--- src/rtl/rtc_pkg.sv ---
// rtl/rtc_pkg.sv - shared constants, FSM states and BCD helpers for the RTC counter
package rtc_pkg;

    localparam int TIME_W      = 24;

    localparam int S_U         = 0;
    localparam int S_T         = 4;
    localparam int M_U         = 8;
    localparam int M_T         = 12;
    localparam int H_U         = 16;
    localparam int H_T         = 20;

    localparam logic [3:0] MAX_UNIT    = 4'd9;
    localparam logic [3:0] MAX_TENS_MS = 4'd5;
    localparam logic [7:0] MAX_HOUR    = 8'h23;

    typedef enum logic [1:0] {
        IDLE = 2'd0,
        RUN  = 2'd1,
        LOAD = 2'd2
    } rtc_state_t;

    // True when every digit is decimal and the fields are within clock range.
    // Hours are compared as packed BCD, which orders correctly once both digits are decimal.
    function automatic logic bcd_time_valid(input logic [TIME_W-1:0] t);
        logic ok;
        ok = 1'b1;
        if (t[S_U+:4] > MAX_UNIT)    ok = 1'b0;
        if (t[S_T+:4] > MAX_TENS_MS) ok = 1'b0;
        if (t[M_U+:4] > MAX_UNIT)    ok = 1'b0;
        if (t[M_T+:4] > MAX_TENS_MS) ok = 1'b0;
        if (t[H_U+:4] > MAX_UNIT)    ok = 1'b0;
        if (t[H_T+:4] > MAX_UNIT)    ok = 1'b0;
        if (t[H_U+:8] > MAX_HOUR)    ok = 1'b0;
        return ok;
    endfunction

    // One-second increment with the full carry chain resolved combinationally.
    function automatic logic [TIME_W-1:0] bcd_time_next(input logic [TIME_W-1:0] t);
        logic [TIME_W-1:0] n;
        n = t;
        if (t[S_U+:4] != MAX_UNIT) begin
            n[S_U+:4] = t[S_U+:4] + 4'd1;
        end else begin
            n[S_U+:4] = 4'd0;
            if (t[S_T+:4] != MAX_TENS_MS) begin
                n[S_T+:4] = t[S_T+:4] + 4'd1;
            end else begin
                n[S_T+:4] = 4'd0;
                if (t[M_U+:4] != MAX_UNIT) begin
                    n[M_U+:4] = t[M_U+:4] + 4'd1;
                end else begin
                    n[M_U+:4] = 4'd0;
                    if (t[M_T+:4] != MAX_TENS_MS) begin
                        n[M_T+:4] = t[M_T+:4] + 4'd1;
                    end else begin
                        n[M_T+:4] = 4'd0;
                        if (t[H_U+:8] == MAX_HOUR) begin
                            n[H_U+:8] = 8'h00;
                        end else if (t[H_U+:4] == MAX_UNIT) begin
                            n[H_U+:4] = 4'd0;
                            n[H_T+:4] = t[H_T+:4] + 4'd1;
                        end else begin
                            n[H_U+:4] = t[H_U+:4] + 4'd1;
                        end
                    end
                end
            end
        end
        return n;
    endfunction

endpackage

--- src/rtl/tick_edge_sync.sv ---
// rtl/tick_edge_sync.sv - synchroniser and registered rising-edge detector for the divider tick
module tick_edge_sync #(
    parameter int SYNC_STAGES = 2
) (
    input  logic clk,
    input  logic rst_n,
    input  logic i_tick,
    output logic o_rise
);

    logic [SYNC_STAGES-1:0] r_sync;
    logic                   r_prev;
    logic                   r_rise;

    // Shift the asynchronous tick through the synchroniser chain, then register the edge
    // so the pulse appears SYNC_STAGES+1 clocks after the input rises.
    always_ff @(posedge clk or negedge rst_n) begin
        if (!rst_n) begin
            r_sync <= '0;
            r_prev <= 1'b0;
            r_rise <= 1'b0;
        end else begin
            r_sync <= {r_sync[SYNC_STAGES-2:0], i_tick};
            r_prev <= r_sync[SYNC_STAGES-1];
            r_rise <= r_sync[SYNC_STAGES-1] & ~r_prev;
        end
    end

    assign o_rise = r_rise;

endmodule

--- src/rtl/rtc_bcd_counter.sv ---
// rtl/rtc_bcd_counter.sv - BCD HH:MM:SS time-of-day counter; optional alarm via RTC_ALARM_EN
module rtc_bcd_counter
    import rtc_pkg::*;
#(
    parameter int TICKS_PER_SEC = 30,
    parameter int SYNC_STAGES   = 2
) (
    input  logic              clk,
    input  logic              rst_n,
    input  logic              tick_in,
    input  logic              run_en,
    input  logic              set_valid,
    input  logic [TIME_W-1:0] set_time,
    output logic              set_ready,
    output logic              set_err,
    output logic [TIME_W-1:0] time_bcd,
`ifdef RTC_ALARM_EN
    input  logic [TIME_W-1:0] alarm_bcd,
    output logic              alarm_hit,
`endif
    output logic              upd
);

    localparam int PW = (TICKS_PER_SEC > 1) ? $clog2(TICKS_PER_SEC) : 1;
    localparam logic [PW-1:0] PRESC_LAST = PW'(TICKS_PER_SEC - 1);

    rtc_state_t        r_state;
    rtc_state_t        w_state_nxt;
    logic [PW-1:0]     r_presc;
    logic [TIME_W-1:0] r_time;
    logic              r_upd;
    logic              r_set_ready;
    logic              r_set_err;
    logic              w_tick_rise;
    logic              w_accept;
    logic              w_load_go;
    logic              w_load_bad;
    logic              w_count;
    logic              w_set_ready_nxt;
`ifdef RTC_ALARM_EN
    logic              r_alarm_hit;
`endif

    tick_edge_sync #(
        .SYNC_STAGES (SYNC_STAGES)
    ) u_tick_edge_sync (
        .clk    (clk),
        .rst_n  (rst_n),
        .i_tick (tick_in),
        .o_rise (w_tick_rise)
    );

    // State register.
    always_ff @(posedge clk or negedge rst_n) begin
        if (!rst_n) begin
            r_state <= IDLE;
        end else begin
            r_state <= w_state_nxt;
        end
    end

    // Next state plus load/count decisions; an accepted valid load always beats a tick.
    always_comb begin
        w_state_nxt     = r_state;
        w_accept        = set_valid & r_set_ready;
        w_load_go       = 1'b0;
        w_load_bad      = 1'b0;
        w_count         = 1'b0;
        w_set_ready_nxt = 1'b1;
        if (w_accept) begin
            w_load_go  = bcd_time_valid(set_time);
            w_load_bad = ~w_load_go;
        end
        case (r_state)
            IDLE: begin
                if (w_load_go) begin
                    w_state_nxt = LOAD;
                end else if (run_en) begin
                    w_state_nxt = RUN;
                end
            end
            RUN: begin
                w_count = w_tick_rise & ~w_load_go;
                if (w_load_go) begin
                    w_state_nxt = LOAD;
                end else if (!run_en) begin
                    w_state_nxt = IDLE;
                end
            end
            LOAD: begin
                w_state_nxt = run_en ? RUN : IDLE;
            end
            default: begin
                w_state_nxt = IDLE;
            end
        endcase
        if (w_state_nxt == LOAD) begin
            w_set_ready_nxt = 1'b0;
        end
    end

    // Prescaler, time register and the one-cycle strobes.
    always_ff @(posedge clk or negedge rst_n) begin
        if (!rst_n) begin
            r_presc     <= '0;
            r_time      <= '0;
            r_upd       <= 1'b0;
            r_set_ready <= 1'b0;
            r_set_err   <= 1'b0;
        end else begin
            r_upd       <= 1'b0;
            r_set_err   <= w_load_bad;
            r_set_ready <= w_set_ready_nxt;
            if (w_load_go) begin
                r_time  <= set_time;
                r_presc <= '0;
                r_upd   <= 1'b1;
            end else if (w_count) begin
                if (r_presc == PRESC_LAST) begin
                    r_presc <= '0;
                    r_time  <= bcd_time_next(r_time);
                    r_upd   <= 1'b1;
                end else begin
                    r_presc <= r_presc + 1'b1;
                end
            end
        end
    end

`ifdef RTC_ALARM_EN
    // Alarm fires only on a counted advance, never on a load.
    always_ff @(posedge clk or negedge rst_n) begin
        if (!rst_n) begin
            r_alarm_hit <= 1'b0;
        end else begin
            r_alarm_hit <= w_count && (r_presc == PRESC_LAST) &&
                           (bcd_time_next(r_time) == alarm_bcd);
        end
    end

    assign alarm_hit = r_alarm_hit;
`endif

    assign time_bcd  = r_time;
    assign upd       = r_upd;
    assign set_ready = r_set_ready;
    assign set_err   = r_set_err;

endmodule

--- config.mk ---
export PLATFORM = sky130hd
export DESIGN_NAME = rtc_bcd_counter
export DESIGN_NICKNAME = d
export VERILOG_FILES = /design/src/rtl/rtc_pkg.sv /design/src/rtl/tick_edge_sync.sv /design/src/rtl/rtc_bcd_counter.sv
export SDC_FILE = /design/constraint.sdc
export NUM_CORES = 1
export LEC_CHECK = 0
export CORE_ASPECT_RATIO = 1.25
export CORE_UTILIZATION = 36
export CTS_BUF_LIST = sky130_fd_sc_hd__clkbuf_8
export DETAILED_ROUTE_END_ITERATION = 8
export MAX_ROUTING_LAYER = met4
export SLEW_MARGIN = 20
export SYNTH_ARGS = -nofsm -noshare
export SYNTH_HDL_FRONTEND = slang
export SYNTH_HIERARCHICAL = 1
export SYNTH_SLANG_ARGS = --single-unit
--- constraint.sdc ---
create_clock -name clk -period 6.33 [get_ports clk]
set_clock_uncertainty 0.15 [all_clocks]
set_input_delay 0.633 -clock clk [delete_from_list [all_inputs] [get_ports clk]]
set_output_delay 0.633 -clock clk [all_outputs]
set_load 0.005 [all_outputs]
==> results.ini, run 1 <==
[outcome]
status = finished, final reports clean

[routing]
ant_nets = 0
finalWirelength_um = 5910
drc = 0
drt-initial-drc-count = 114
firstDrtPassIters = 4
vias_per_cell = 5.72
wl_per_cell_um = 16.1
vias = 2098

[final_layout]
areaGrowthSynthToFinish_pct = 29.1
final-instance-count-excl-fill = 367
diodes = 0
drive_gt1_share_pct = 8.77
layout.nets = 320

[power_and_ir_drop]
power.density_nw_per_um2 = 250
peakVddDrop_uv = 104
p_leak_nw = 1.11

[critical_path]
crit_chain = clkdlybuf4s50_1, o21ai_0, nand4b_1, nor2_1, o31a_1
critPathCaptureType = flop
r2r_start = r_presc[1]$_DFFE_PN0P_
r2r-end = time_bcd[20]$_DFFE_PN0P_
crit_path_start_kind = input port
critPathLaunch = set_time[10]
cpMaxStageDelayCell = nor2_1
regToRegSetupSlack_ns = 3.62
cpPeakStageDelay_ns = 0.93
cp-endpoint = time_bcd[9]$_DFFE_PN0P_
crit_arrival_ns = 3.25
required_ns = 6.41
critPathKind = input port to flop
crit_fanout = 20
rr_worst_depth = 6

[clock_network]
h-tree-depth = 2
cts-resized-gates = 0
cts.reportedPaths.clkPinSlew_ns = 0.07
tritoncts = built
hold_buffers = 0
clockBufferDepth = 2
cts_root_buf = clkbuf_8
cts_setup_buffers = 0
clk_latency_ns = 0.29
clkSinkCount = 38
numCtsBuffers = 5

[floorplanning]
die_x_um = 72.9
initial_core_util_pct = 38.1
std_cell_rows = 31
core-area_um2 = 5930
die_y_um = 90.6
dieArea_um2 = 6610
num_io_pins = 56

[synthesis]
yosys.cell_types.count = 51
synth_top_area_cell = dfrtp_1
ys_seq_area_share_pct = 42.0
syn_inst = 236
synth-edff-count = 0
synth_top_area_share_pct = 42.0
ys_ff_latch = 38
yosys-top-cells-count = dfrtp_1, nor3_1, a21oi_1
synth_flop_cell = dfrtp_1
netlist_area_um2 = 2260
synth_most_common_cell = dfrtp_1
synth_async_sr_flop_share_pct = 100
synth_area_leaders = dfrtp_1, nor3_1, a21oi_1
ys_warn_count = 6
avgSynthCellArea_um2 = 9.59
syn_nets = 271

[global_routing]
grt_pass1_vias = 1870
track_usage_pct = 19.4
grt_pass1_wl_um = 9550
antenna_found_initial = 0
grt_max_degree = 39
overflow = 0

[sta]
worst_slew_pin_slew_ns = 0.869
slew_headroom_pct = 42.1
hold_slack_ns = 0.204
max_clock_freq_mhz = 316
rsz0062_at_grt = false
worst_slack_ns = 3.16
hold_viol = 0
maxSlewViolCount = 0
setup_viol = 0
fin_crit_sh_pct = 50.0
finalSetupTns_ns = 0
min_period_ns = 3.17

[placed_design]
dp_slack_ns = 2.87
gp_congestion = 0.868
hpwl_um = 4140
port_buffers = 55
dp_cells = 360

[min_path]
hp-class = flop to flop
min-delay-start = u_tick_edge_sync/r_sync[0]$_DFF_PN0_

[flow_run]
cap_violations = 0

## area by class of cell
type	instances	area, um^2
fill	589	3010
multi-input combinational	173	1200
sequential	38	951
timing repair buffer	55	546
tap	82	103
clock buffer	5	68.8
inverter	12	45.0
clock inverter	2	10.0
## report_power, final
part           switching (mW)  total [mW]  internal, mW  leakage [nW]
clock network          0.0878       0.162        0.0740        0.0438
logic                  0.0923       0.219         0.127         0.654
registers              0.0627       0.348         0.285         0.411
total                   0.243       0.729         0.486          1.11
## kinds of logic after synthesis
| group | share of synthesized area, % |
|---|---|
| simple gates | 27.6 |
| compound gates | 18.0 |
| flops | 42.0 |
| buf+inv | 4.98 |
| fa+ha+maj | 3.32 |
| mux | 2.49 |
| xor+xnor | 1.55 |
## metal layers
| metal | GRT usage [%] | share of wire [%] |
|---|---|---|
| met5 | - | 0 |
| met4 | 7.84 | 1.7 |
| met3 | 3.01 | 4.6 |
| met2 | 29.8 | 49 |
| met1 | 25.4 | 45 |
## worst max-delay path, delay by kind of cell
kind	cells	cell delay, ns
AO/OA/AOI/OAI	2	0.54
AND/OR/NAND/NOR	2	1.62
buffers and inverters	1	0.45
## worst min-delay path by stage
stage | end | slack (ns) | cells past startpoint
after floorplan | u_tick_edge_sync/r_sync[1]$_DFF_PN0_ | 0.18 | 0
after global placement | u_tick_edge_sync/r_sync[1]$_DFF_PN0_ | 0.19 | 0
after detailed placement | u_tick_edge_sync/r_sync[1]$_DFF_PN0_ | 0.19 | 0
after CTS | u_tick_edge_sync/r_sync[1]$_DFF_PN0_ | 0.21 | 0
after global routing | u_tick_edge_sync/r_sync[1]$_DFF_PN0_ | 0.21 | 0
final | u_tick_edge_sync/r_sync[1]$_DFF_PN0_ | 0.20 | 0
## state kept, by name, summed over array words and instances, names as in the netlist
signal / cells
u_tick_edge_sync/o_rise: 1
time_bcd: 24
u_tick_edge_sync/r_prev: 1
set_ready: 1
upd: 1
r_state: 2
r_presc: 5
set_err: 1
u_tick_edge_sync/r_sync: 2
## per-stage QoR
step | utilization (%) | power, mW | area [um^2]
after floorplan | - | 0.459 | 2260
after global placement | 47.9 | 0.566 | 2840
after detailed placement | 47.9 | 0.571 | 2840
after CTS | 49.2 | 0.735 | 2920
after global routing | 49.2 | 0.772 | 2920
final | 49.2 | 0.729 | 2920
## cell usage in the layout (no fill, tap or decap), types with 3 or more instances in the layout
cell and count:
clkdlybuf4s50_1 54, dfrtp_1 38, nor3_1 18, a21oi_1 15
o21ai_0 14, inv_1 12, nor2_1 12, a31oi_1 12
o31ai_1 8, nand3_1 8, nand4_1 8, nand2_1 7
or4b_1 6, ha_1 6, mux2_2 5, clkbuf_8 5
or3_1 4, xnor2_1 4, and3_1 3, and4bb_2 3
nor2b_1 3, or4_1 3
(Power assumes the default switching activity.)
==> run 2, diff against run 1 <==
Clock period 6.33 ns to 2.8 ns, I/O delays scaled along.
==> results.ini, run 2 (same netlist as run 1, synthesis figures left out) <==
[min_path]
hp-class = flop to flop

[power_and_ir_drop]
power_mw = 1.85  ; +150%
power.density_nw_per_um2 = 609  ; +140%
p_leak_nw = 1.17  ; +5.7%
peakVddDrop_uv = 262  ; +150%

[floorplanning]
core-area_um2 = 5930  ; unchanged
dieArea_um2 = 6610  ; unchanged
initial_core_util_pct = 38.1  ; unchanged
die_y_um = 90.6  ; unchanged
die_x_um = 72.9  ; unchanged
std_cell_rows = 31  ; unchanged
num_io_pins = 56  ; unchanged

[final_layout]
final_cell_mix = clkdlybuf4s50_1, dfrtp_1, nor3_1, a21oi_1, o21ai_0
final-instance-count-excl-fill = 376  ; +2.5%
diodes = 0  ; unchanged
multi_input_area_um2 = 1200  ; unchanged
fill_cells = 558  ; -5.3%
areaGrowthSynthToFinish_pct = 34.5
ff_latch_area_um2 = 951  ; unchanged
drive_gt1_share_pct = 11.2  ; +2.5 points
layout.nets = 328  ; +2.5%
final_common_cell = clkdlybuf4s50_1
largest_reg_flops = 24  ; unchanged

[critical_path]
rr_worst_depth = 7  ; +1
required_ns = 2.86  ; -3.55 ns
crit_fanout = 14  ; -30%
critPathCaptureType = flop
regToRegSetupSlack_ns = 0.53  ; -3.09 ns
r2r-end = time_bcd[16]$_DFFE_PN0P_
critPathLaunch = r_presc[1]$_DFFE_PN0P_
r2r_start = r_presc[1]$_DFFE_PN0P_
cpMaxStageDelayCell = or4b_1
cp-endpoint = time_bcd[16]$_DFFE_PN0P_
crit_chain = inv_1, ha_1, and4_1, nand3_2, buf_4, or4b_1, a31oi_1
crit_arrival_ns = 2.33  ; -0.92 ns
critPathKind = flop to flop
cpPeakStageDelay_ns = 0.50  ; -0.43 ns
crit_path_start_kind = flop

[sta]
min_period_ns = 2.27
hold_viol = 0  ; unchanged
setup_viol = 0  ; unchanged
worst_slack_ns = 0.529  ; -2.63 ns
finalSetupTns_ns = 0  ; unchanged
worst_slew_pin_slew_ns = 0.889  ; +0.0207 ns
maxSlewViolCount = 0  ; unchanged
max_clock_freq_mhz = 440
rsz0062_at_grt = false
slew_headroom_pct = 40.7  ; -1.4 points
hold_slack_ns = 0.204  ; -0.0000350 ns
fin_crit_sh_pct = 81.1

[global_routing]
overflow = 0  ; unchanged
grt_pass1_wl_um = 9640  ; +0.94%
antenna_found_initial = 0  ; unchanged
grt_max_degree = 39  ; unchanged
grt_pass1_vias = 1958  ; +4.7%
track_usage_pct = 19.4  ; about the same

[clock_network]
clk_latency_ns = 0.29  ; about the same
clkSinkCount = 38  ; unchanged
numCtsBuffers = 5  ; unchanged
cts.reportedPaths.clkPinSlew_ns = 0.08  ; about the same
cts_root_buf = clkbuf_8
tritoncts = built
clockBufferDepth = 2  ; unchanged
h-tree-depth = 2  ; unchanged
cts_setup_buffers = 0  ; unchanged

[flow_run]
cap_violations = 0  ; unchanged

[outcome]
status = finished, final reports clean

[routing]
wl_per_cell_um = 15.5  ; -3.4%
drt-initial-drc-count = 87  ; -24%
finalWirelength_um = 5840  ; -1.1%
drc = 0  ; unchanged
firstDrtPassIters = 4  ; unchanged
ant_nets = 0  ; unchanged
vias_per_cell = 5.56  ; -2.8%
vias = 2089  ; -0.43%

[placed_design]
port_buffers = 55  ; unchanged
hpwl_um = 4250  ; +2.7%
dp_slack_ns = 0.425  ; -2.45 ns
dp_cells = 367  ; +1.9%
gp_congestion = 0.842  ; -3.0%

[run 2: cell count changes in the layout (fill, tap and decap cells not counted), sizes merged]
cell | previous run | this run
buf | 1 | 8
dlygate4sd3 | 0 | 1
bufinv | 0 | 2
clkinv | 2 | 1
[run 2: routing by layer]
metal | GRT usage, % | up-vias | part of all wire [%]
li1 | - | 1018 | -
met1 | 24.6 | 996 | 45
met2 | 30.9 | 65 | 48
met3 | 3.46 | 10 | 4.7
met4 | 6.70 | 0 | 1.9
met5 | - | - | 0
[run 2: worst min-delay path by stage]
stage / endpoint / cells after the start / slack (ns) / from
floorplan: r_presc[0]$_DFFE_PN0P_ / 0 / -0.17 / rst_n
global placement: u_tick_edge_sync/r_sync[1]$_DFF_PN0_ / 0 / 0.18 / u_tick_edge_sync/r_sync[0]$_DFF_PN0_
detailed placement: u_tick_edge_sync/r_sync[1]$_DFF_PN0_ / 0 / 0.19 / u_tick_edge_sync/r_sync[0]$_DFF_PN0_
CTS: u_tick_edge_sync/r_sync[1]$_DFF_PN0_ / 0 / 0.21 / u_tick_edge_sync/r_sync[0]$_DFF_PN0_
global route: u_tick_edge_sync/r_sync[1]$_DFF_PN0_ / 0 / 0.22 / u_tick_edge_sync/r_sync[0]$_DFF_PN0_
finish: u_tick_edge_sync/r_sync[1]$_DFF_PN0_ / 0 / 0.20 / u_tick_edge_sync/r_sync[0]$_DFF_PN0_
[run 2: timing repair]
action / 4_1_cts / 5_1_grt
gates resized for setup: 0 / 0
endpoints found under the setup margin: 0 / 0
hold endpoints to repair: 38 / 0
hold buffers: 1 / 0
[run 2: area by class of cell]
type,instances,area share [%]
clock buffers,5,2.26
clock inverters,3,2.26
inverters,12,1.48
multi-input cells,173,39.4
flip-flops and latches,38,31.2
well taps,82,3.37
repair buffers,63,20.0
[run 2: stage by stage]
stage	utilization [%]	cell area, um^2
after floorplan	-	2260
after global placement	48.8	2900
after detailed placement	48.8	2900
after CTS	51.3	3040
after global routing	51.3	3040
final	51.3	3040
[run 2: power breakdown]
group | switching, mW | internal, mW
Sequential | 0.137 | 0.644
Combinational | 0.210 | 0.294
Clock | 0.209 | 0.357
Total | 0.556 | 1.30
[run 2: worst max-delay path, delay by kind of cell (launching register included)]
family / cells / cell delay (ns)
flip-flops: 1 / 0.41
adder cells (fa/ha/maj): 1 / 0.18
buffers and inverters: 2 / 0.31
AO/OA/AOI/OAI: 1 / 0.20
AND/OR/NAND/NOR: 3 / 0.94
